===== src/rtl/wb_master_port.sv =====
// Wishbone classic single-transfer initiator: one valid/ready request becomes one bus cycle and one response pulse.
// Optional bus watchdog is enabled by defining WB_MASTER_TIMEOUT_EN.
module wb_master_port #(
    parameter int ADDRESS_WIDTH  = 32,
    parameter int DATA_WIDTH     = 32,
    parameter int MAX_RETRY      = 3,
    parameter int TIMEOUT_CYCLES = 256,
    localparam int SEL_WIDTH     = DATA_WIDTH / 8
) (
    input  logic                     clk_i,
    input  logic                     rst_n_i,
    // request / response port
    input  logic                     req_valid_i,
    output logic                     req_ready_o,
    input  logic                     req_we_i,
    input  logic [ADDRESS_WIDTH-1:0] req_addr_i,
    input  logic [DATA_WIDTH-1:0]    req_wdata_i,
    input  logic [SEL_WIDTH-1:0]     req_sel_i,
    output logic                     rsp_valid_o,
    output logic [DATA_WIDTH-1:0]    rsp_rdata_o,
    output logic                     rsp_err_o,
    output logic                     rsp_timeout_o,
    // Wishbone initiator
    output logic                     cyc_o,
    output logic                     stb_o,
    output logic                     we_o,
    output logic [ADDRESS_WIDTH-1:0] adr_o,
    output logic [DATA_WIDTH-1:0]    dat_o,
    output logic [SEL_WIDTH-1:0]     sel_o,
    input  logic [DATA_WIDTH-1:0]    dat_i,
    input  logic                     ack_i,
    input  logic                     err_i,
    input  logic                     rty_i
);

    // state   | meaning
    // IDLE    | ready for a request
    // BUS     | cyc/stb asserted, waiting for a termination
    // BACKOFF | one idle cycle after a retry termination
    // RESP    | one-cycle response pulse
    localparam logic [1:0] S_IDLE    = 2'd0;
    localparam logic [1:0] S_BUS     = 2'd1;
    localparam logic [1:0] S_BACKOFF = 2'd2;
    localparam logic [1:0] S_RESP    = 2'd3;

    localparam int RW = (MAX_RETRY < 1) ? 1 : $clog2(MAX_RETRY + 1);
    localparam logic [RW-1:0] RETRY_MAX = RW'(MAX_RETRY);

    logic [1:0]               state_q, state_d;
    logic                     we_q, we_d;
    logic [ADDRESS_WIDTH-1:0] adr_q, adr_d;
    logic [DATA_WIDTH-1:0]    wdat_q, wdat_d;
    logic [SEL_WIDTH-1:0]     sel_q, sel_d;
    logic [DATA_WIDTH-1:0]    rdata_q, rdata_d;
    logic [RW-1:0]            retry_q, retry_d;
    logic                     err_q, err_d;
    logic                     tmo_q, tmo_d;
    logic                     tmo_hit;

`ifdef WB_MASTER_TIMEOUT_EN
    localparam logic [15:0] TMO_LOAD = 16'(TIMEOUT_CYCLES - 1);

    logic [15:0] timer_q, timer_d;

    // Down-counter reloaded outside BUS; terminal count means the budget is spent.
    always_comb begin
        timer_d = timer_q;
        if (state_q == S_IDLE || state_q == S_BACKOFF) begin
            timer_d = TMO_LOAD;
        end else if (state_q == S_BUS && timer_q != 16'd0) begin
            timer_d = timer_q - 16'd1;
        end
    end

    assign tmo_hit = (state_q == S_BUS) && (timer_q == 16'd0);

    always_ff @(posedge clk_i or negedge rst_n_i) begin
        if (!rst_n_i) begin
            timer_q <= TMO_LOAD;
        end else begin
            timer_q <= timer_d;
        end
    end
`else
    assign tmo_hit = 1'b0;
`endif

    always_comb begin
        state_d = state_q;
        we_d    = we_q;
        adr_d   = adr_q;
        wdat_d  = wdat_q;
        sel_d   = sel_q;
        rdata_d = rdata_q;
        retry_d = retry_q;
        err_d   = err_q;
        tmo_d   = tmo_q;
        case (state_q)
            S_IDLE: begin
                if (req_valid_i) begin
                    we_d    = req_we_i;
                    adr_d   = req_addr_i;
                    wdat_d  = req_wdata_i;
                    sel_d   = req_sel_i;
                    retry_d = '0;
                    err_d   = 1'b0;
                    tmo_d   = 1'b0;
                    state_d = S_BUS;
                end
            end
            S_BUS: begin
                // err beats ack beats rty when a slave drives several at once
                if (err_i) begin
                    err_d   = 1'b1;
                    state_d = S_RESP;
                end else if (ack_i) begin
                    if (!we_q) begin
                        rdata_d = dat_i;
                    end
                    err_d   = 1'b0;
                    state_d = S_RESP;
                end else if (rty_i) begin
                    if (retry_q == RETRY_MAX) begin
                        err_d   = 1'b1;
                        state_d = S_RESP;
                    end else begin
                        retry_d = retry_q + 1'b1;
                        state_d = S_BACKOFF;
                    end
                end else if (tmo_hit) begin
                    err_d   = 1'b1;
                    tmo_d   = 1'b1;
                    state_d = S_RESP;
                end
            end
            S_BACKOFF: state_d = S_BUS;
            S_RESP:    state_d = S_IDLE;
            default:   state_d = S_IDLE;
        endcase
    end

    always_ff @(posedge clk_i or negedge rst_n_i) begin
        if (!rst_n_i) begin
            state_q <= S_IDLE;
            we_q    <= 1'b0;
            adr_q   <= '0;
            wdat_q  <= '0;
            sel_q   <= '0;
            rdata_q <= '0;
            retry_q <= '0;
            err_q   <= 1'b0;
            tmo_q   <= 1'b0;
        end else begin
            state_q <= state_d;
            we_q    <= we_d;
            adr_q   <= adr_d;
            wdat_q  <= wdat_d;
            sel_q   <= sel_d;
            rdata_q <= rdata_d;
            retry_q <= retry_d;
            err_q   <= err_d;
            tmo_q   <= tmo_d;
        end
    end

    // Decoded from state_q so an async reset drops cyc/stb at once.
    assign req_ready_o   = (state_q == S_IDLE);
    assign cyc_o         = (state_q == S_BUS);
    assign stb_o         = (state_q == S_BUS);
    assign we_o          = we_q;
    assign adr_o         = adr_q;
    assign dat_o         = wdat_q;
    assign sel_o         = sel_q;
    assign rsp_valid_o   = (state_q == S_RESP);
    assign rsp_rdata_o   = rdata_q;
    assign rsp_err_o     = (state_q == S_RESP) && err_q;
    assign rsp_timeout_o = (state_q == S_RESP) && tmo_q;

endmodule


===== config.mk =====
export PLATFORM = sky130hd
export DESIGN_NAME = wb_master_port
export DESIGN_NICKNAME = d
export VERILOG_FILES = /design/src/rtl/wb_master_port.sv
export SDC_FILE = /design/constraint.sdc
export NUM_CORES = 1
export LEC_CHECK = 0
export BUFFER_PORTS_ARGS = -buffer_cell sky130_fd_sc_hd__buf_4
export CAP_MARGIN = 5
export CORE_UTILIZATION = 37
export CTS_CLUSTER_SIZE = 14
export DETAILED_ROUTE_END_ITERATION = 16
export PLACE_DENSITY = 0.73
export SKIP_CTS_REPAIR_TIMING = 1
export SYNTH_ARGS = -nofsm -noshare
export SYNTH_HDL_FRONTEND = slang
export SYNTH_SLANG_ARGS = --single-unit

===== constraint.sdc =====
create_clock -name clk_i -period 1.69 [get_ports clk_i]
set_input_delay 0.0845 -clock clk_i [delete_from_list [all_inputs] [get_ports clk_i]]
set_output_delay 0.0845 -clock clk_i [all_outputs]
set_load 0.1 [all_outputs]

==> out/metrics.yaml, run 1 <==
route:
  viasPerCell: 4.51
  drc: 0
  num_vias: 3209
  first_iter_violations: 97
  drt_pre_antenna_iters: 4
  wl_mm: 11.1
  post_drt_wl_per_cell_um: 15.7
  antenna_left: 0
floorplanning:
  dieWidth_um: 109
  dieArea_sq_um: 11800
  start_util: 0.385
  rows: 38
  die_h_um: 109
  io-pin-count: 214
  coreArea_sq_um: 10900
synth:
  seq_area_frac_synth: 0.631
  synth_seq_cells: 106
  synthesis.area_sq_um: 4210
  yosysWarnings: 0
  synth_ff_type: "dfrtp_1"
  synth_cell_types: 23
  syn_inst: 244
  synth.avg_cell_area_sq_um: 17.2
  synth_edf_count: 0
  synth_nets: 352
  ys_async_sr_fraction: 1.00
job:
  maxCapViolCount: 0
clocking:
  cts_buffer_depth: 2
  cts_tree: "done"
  clkLatencyLatePin_ns: 0.34
  cts_root_buf: "clkbuf_16"
  htreeDepth: 3
  path_clk_slew_ns: 0.06
  clock-sinks: 106
  cts-buffers-inserted: 9
final_layout:
  design_area_sq_um: 7280
  nNetsFinal: 673
  final_cell_mix: "buf_4, dfrtp_1, dlygate4sd3_1"
  final_common_cell: "buf_4"
  layout-drive-gt1-share: 0.605
  stdcell_count: 711
  syn_to_final_growth_pct: 73.1
place:
  port_buffers: 212
  post-place-ws_ns: 0.0914
  routabilityCongestion: 0.709
  dp.cells: 592
  dp.final_hpwl_mm: 6.87
  placed_area_sq_um: 5950
worst_setup_path:
  crit_path_max_fanout: 31
  crit_slowest_cell: "dfrtp_1"
  regToRegSetupSlack_ns: 0.09
  cp_num_buf_inv: 1
  crit_family: "flip-flops"
  crit_arrival_ns: 1.82
  worst-setup-path-type: "flip-flop to flip-flop"
  endpoint_kind: "flip-flop"
  path_cells: "nor3b_2 -> buf_4 -> mux2_2"
  critPathMaxStageDelay_ns: 0.46
  critPathLaunchType: "flip-flop"
  crit_required_ns: 1.91
sta:
  hold_viol: 0
  layout_setup_ws_ns: 0.0920
  min_period_ns: 1.60
  hold_ws_ns: 0.00509
  clock_skew_ns: 0.00962
  setup_viol: 0
  clock.fmax_mhz: 626
  slew_viol_final: 0
  fin_crit_sh: 0.946
grt:
  grtUsageMet1: 0.193
  track_usage: 0.159
  gr-usage-met2: 0.264
  grt_util_met3: 0.0502
  grt_pass1_wl_mm: 14.2
  grt_pass1_vias: 2855
  grt_max_degree: 57
  antenna_found_initial: 1
  gr-total-overflow: 0
  gr-max-usage-layer: "met2"
hold_path:
  hp-class: "input pin to flip-flop"
run_status:
  status: "complete, no violations"
==> registers in the layout, summed over array words and instances, names as in the netlist <==
signal,cells
dat_o,32
we_o,1
rsp_rdata_o,32
sel_o,4
retry_q,2
state_q,2
adr_o,32
err_q,1
==> through the flow <==
| stage | utilization | setup TNS, ns |
|---|---|---|
| 3_3_place_gp | 0.545 | 0 |
| 2_1_floorplan | - | 0 |
| 5_1_grt | 0.666 | -0.00131 |
| 4_1_cts | 0.572 | 0 |
| 3_5_place_dp | 0.545 | 0 |
| 6_report | 0.666 | 0 |
==> routing by layer <==
metal,routed length [um],share of wire
met5,0,0
met4,79,0.0071
met3,661,0.059
met2,6170,0.55
met1,4230,0.38
==> final timing paths <==
| check | from | to | depth (start not counted) |
|---|---|---|---|
| max | state_q[0]$_DFFE_PN0P_ | adr_o[2]$_DFFE_PN0P_ | 3 |
| min | rty_i | state_q[1]$_DFFE_PN0P_ | 3 |
| max reg2reg | state_q[0]$_DFFE_PN0P_ | adr_o[2]$_DFFE_PN0P_ | 3 |
| min reg2reg | retry_q[0]$_DFFE_PN0P_ | retry_q[0]$_DFFE_PN0P_ | 1 |
| max in group asynchronous | rst_n_i | dat_o[6]$_DFFE_PN0P_ | 3 |
| min in group asynchronous | rst_n_i | dat_o[10]$_DFFE_PN0P_ | 2 |
==> synth_stat cells, drive strengths merged (2+ instances only) <==
| cell type | n | area, sq um |
|---|---|---|
| nor2 | 4 | 15.0 |
| a21oi | 2 | 10.0 |
| dfrtp | 106 | 2650 |
| mux2 | 102 | 1260 |
| nand2b | 3 | 26.3 |
| buf | 13 | 135 |
==> area by class of cell <==
| cell class | count | area, sq um |
|---|---|---|
| fillers | 775 | 3650 |
| repair buffers | 323 | 2720 |
| flip-flops and latches | 106 | 2650 |
| multi-input cells | 124 | 1430 |
| clock buffers | 11 | 243 |
| well taps | 140 | 175 |
| clock inverters | 5 | 53.8 |
| inverters | 1 | 6.26 |
| diodes | 1 | 2.50 |
==> tightest hold or removal path: stages <==
cell and delay (ns):
buf_4 0.09, nor3_1 0.04, nor2_1 0.08
==> kinds of logic (layout without fill, tap and decap cells) <==
logic type	after synthesis	after routing	share of synthesized area
simple gates	15	15	0.0244
buf+inv	14	340	0.0330
mux	103	103	0.302
fa+ha+maj	1	1	0.00297
flops	106	106	0.631
other cells	1	2	0.000891
compound gates	4	4	0.00595
Power of run 1 is left out: the tool's default activity adds up to more than one toggle a clock period on the data nets, which glitch-free logic cannot reach.
==> inputs of run 2 (changes only) <==
==> constraint.sdc (replaced) <==
create_clock -name clk_i -period 1.69 [get_ports clk_i]
set_input_delay 0.0845 -clock clk_i [delete_from_list [all_inputs] [get_ports clk_i]]
set_output_delay 0.0845 -clock clk_i [all_outputs]
set_load 0.005 [all_outputs]
==> out/metrics.yaml, run 2 (synthesis gave the netlist of run 1 again) <==
route:
  post_drt_wl_per_cell_um: 16.0
  first_iter_violations: 80
  antenna_left: 0
  viasPerCell: 4.58
  wl_mm: 11.3
  drt_pre_antenna_iters: 4
  num_vias: 3238
  drc: 0
grt:
  gr-max-usage-layer: "met2"
  grtUsageMet1: 0.176
  track_usage: 0.159
  gr-total-overflow: 0
  gr-usage-met2: 0.275
  grt_util_met3: 0.0365
  grt_pass1_wl_mm: 14.2
  grt_max_degree: 43
  grt_pass1_vias: 2899
  antenna_found_initial: 1
final_layout:
  layout-drive-gt1-share: 0.599
  final_common_cell: "buf_4"
  final_cell_mix: "buf_4, dfrtp_1, dlygate4sd3_1"
  syn_to_final_growth_pct: 73.2
  nNetsFinal: 671
  n_fill_cell: 787
worst_setup_path:
  critPathLaunchType: "flip-flop"
  path_cells: "ha_1 -> nor4b_1 -> nand2_1 -> mux2_2"
  crit_path_max_fanout: 3
  crit_required_ns: 1.91
  reg2reg_from: "retry_q[0]$_DFFE_PN0P_"
  endpoint_kind: "flip-flop"
  crit_slowest_cell: "nor4b_1"
  regToRegSetupSlack_ns: 0.10
  r2r_end: "retry_q[1]$_DFFE_PN0P_"
  worst-setup-path-type: "flip-flop to flip-flop"
  crit_arrival_ns: 1.81
  critPathMaxStageDelay_ns: 0.42
  worst_r2r_path_depth: 4
floorplanning:
  rows: 38
  io-pin-count: 214
  dieArea_sq_um: 11800
  coreArea_sq_um: 10900
  die_h_um: 109
  dieWidth_um: 109
  start_util: 0.385
power_and_ir_drop:
  ir_worst_vdd_mv: 0.886
  power_density_nw_per_um2: 1610
  total_power_mw: 11.7
  leakage_nw: 3.56
place:
  dp.final_hpwl_mm: 6.96
  routabilityCongestion: 0.672
  port_buffers: 212
sta:
  min_period_ns: 1.59
  slew_viol_final: 0
  setup_viol: 0
  fin_crit_sh: 0.941
  clock_skew_ns: 0.0102
  clock.fmax_mhz: 629
  hold_ws_ns: -0.00813
  rsz0062_at_grt: "no"
  tns_ns: 0
  hold_viol: 2
job:
  maxCapViolCount: 0
clocking:
  cts-buffers-inserted: 9
  path_clk_slew_ns: 0.06
  cts_buffer_depth: 2
  clock-sinks: 106
  htreeDepth: 3
  cts_root_buf: "clkbuf_16"
  clkLatencyLatePin_ns: 0.34
  cts_tree: "done"
hold_path:
  hold_end: "state_q[1]$_DFFE_PN0P_"
  hold_start: "rty_i"
  hp-class: "input pin to flip-flop"
  hold_depth: 3
run_status:
  violations: "hold timing"
  status: "finished, violations left"
run 2: per-layer routing:
layer  share of wire  up-vias
met5               0        -
met4           0.027        0
met3           0.059       24
met2            0.55      129
met1            0.36     1598
li1                -     1487
run 2: worst max-delay path by stage:
| stage | startpoint | to | slack [ns] | cells past startpoint |
|---|---|---|---|---|
| after floorplan | retry_q[0]$_DFFE_PN0P_ | retry_q[1]$_DFFE_PN0P_ | 0.25 | 4 |
| after global placement | state_q[0]$_DFFE_PN0P_ | dat_o[30]$_DFFE_PN0P_ | 0.16 | 3 |
| after detailed placement | retry_q[0]$_DFFE_PN0P_ | retry_q[1]$_DFFE_PN0P_ | 0.10 | 4 |
| after CTS | state_q[0]$_DFFE_PN0P_ | adr_o[16]$_DFFE_PN0P_ | 0.09 | 3 |
| after global routing | state_q[0]$_DFFE_PN0P_ | adr_o[9]$_DFFE_PN0P_ | 0.03 | 3 |
| final | retry_q[0]$_DFFE_PN0P_ | retry_q[1]$_DFFE_PN0P_ | 0.10 | 4 |
run 2: layout make-up:
| cell class | count | area (sq um) | area share |
|---|---|---|---|
| antenna | 1 | 2.50 | 0.000343 |
| clock buffer | 11 | 243 | 0.0333 |
| clock inverter | 3 | 65.1 | 0.00893 |
| inverter | 1 | 3.75 | 0.000515 |
| multi-input combinational | 124 | 1420 | 0.195 |
| sequential | 106 | 2650 | 0.364 |
| tap | 140 | 175 | 0.0240 |
| timing repair buffer | 321 | 2730 | 0.374 |
run 2: worst max-delay path: cells and delay by family, from the launching register on:
family,cells,cell delay (ns)
fa+ha+maj,1,0.22
flops,1,0.40
mux,1,0.30
simple gates,2,0.58
run 2: where the power goes:
group / total [mW] / internal, mW / leakage (nW) / switching, mW
Sequential: 4.60 / 3.83 / 1.26 / 0.769
Clock: 2.18 / 1.32 / 0.151 / 0.858
Combinational: 4.92 / 3.35 / 2.14 / 1.58
Total: 11.7 / 8.50 / 3.56 / 3.21
run 2: stage by stage:
step           instances  area [sq um]  setup slack, ns  hold slack (ns)  utilization
2_1_floorplan        244          4210            0.248           -0.211            -
3_3_place_gp         591          5970            0.165           0.0341        0.546
3_5_place_dp         591          5970            0.102           0.0360        0.546
4_1_cts              605          6270           0.0877           -0.331        0.574
5_1_grt              707          7290           0.0334          0.00447        0.666
6_report             707          7290            0.100         -0.00813        0.666
Power figures use the tool's default switching activity.
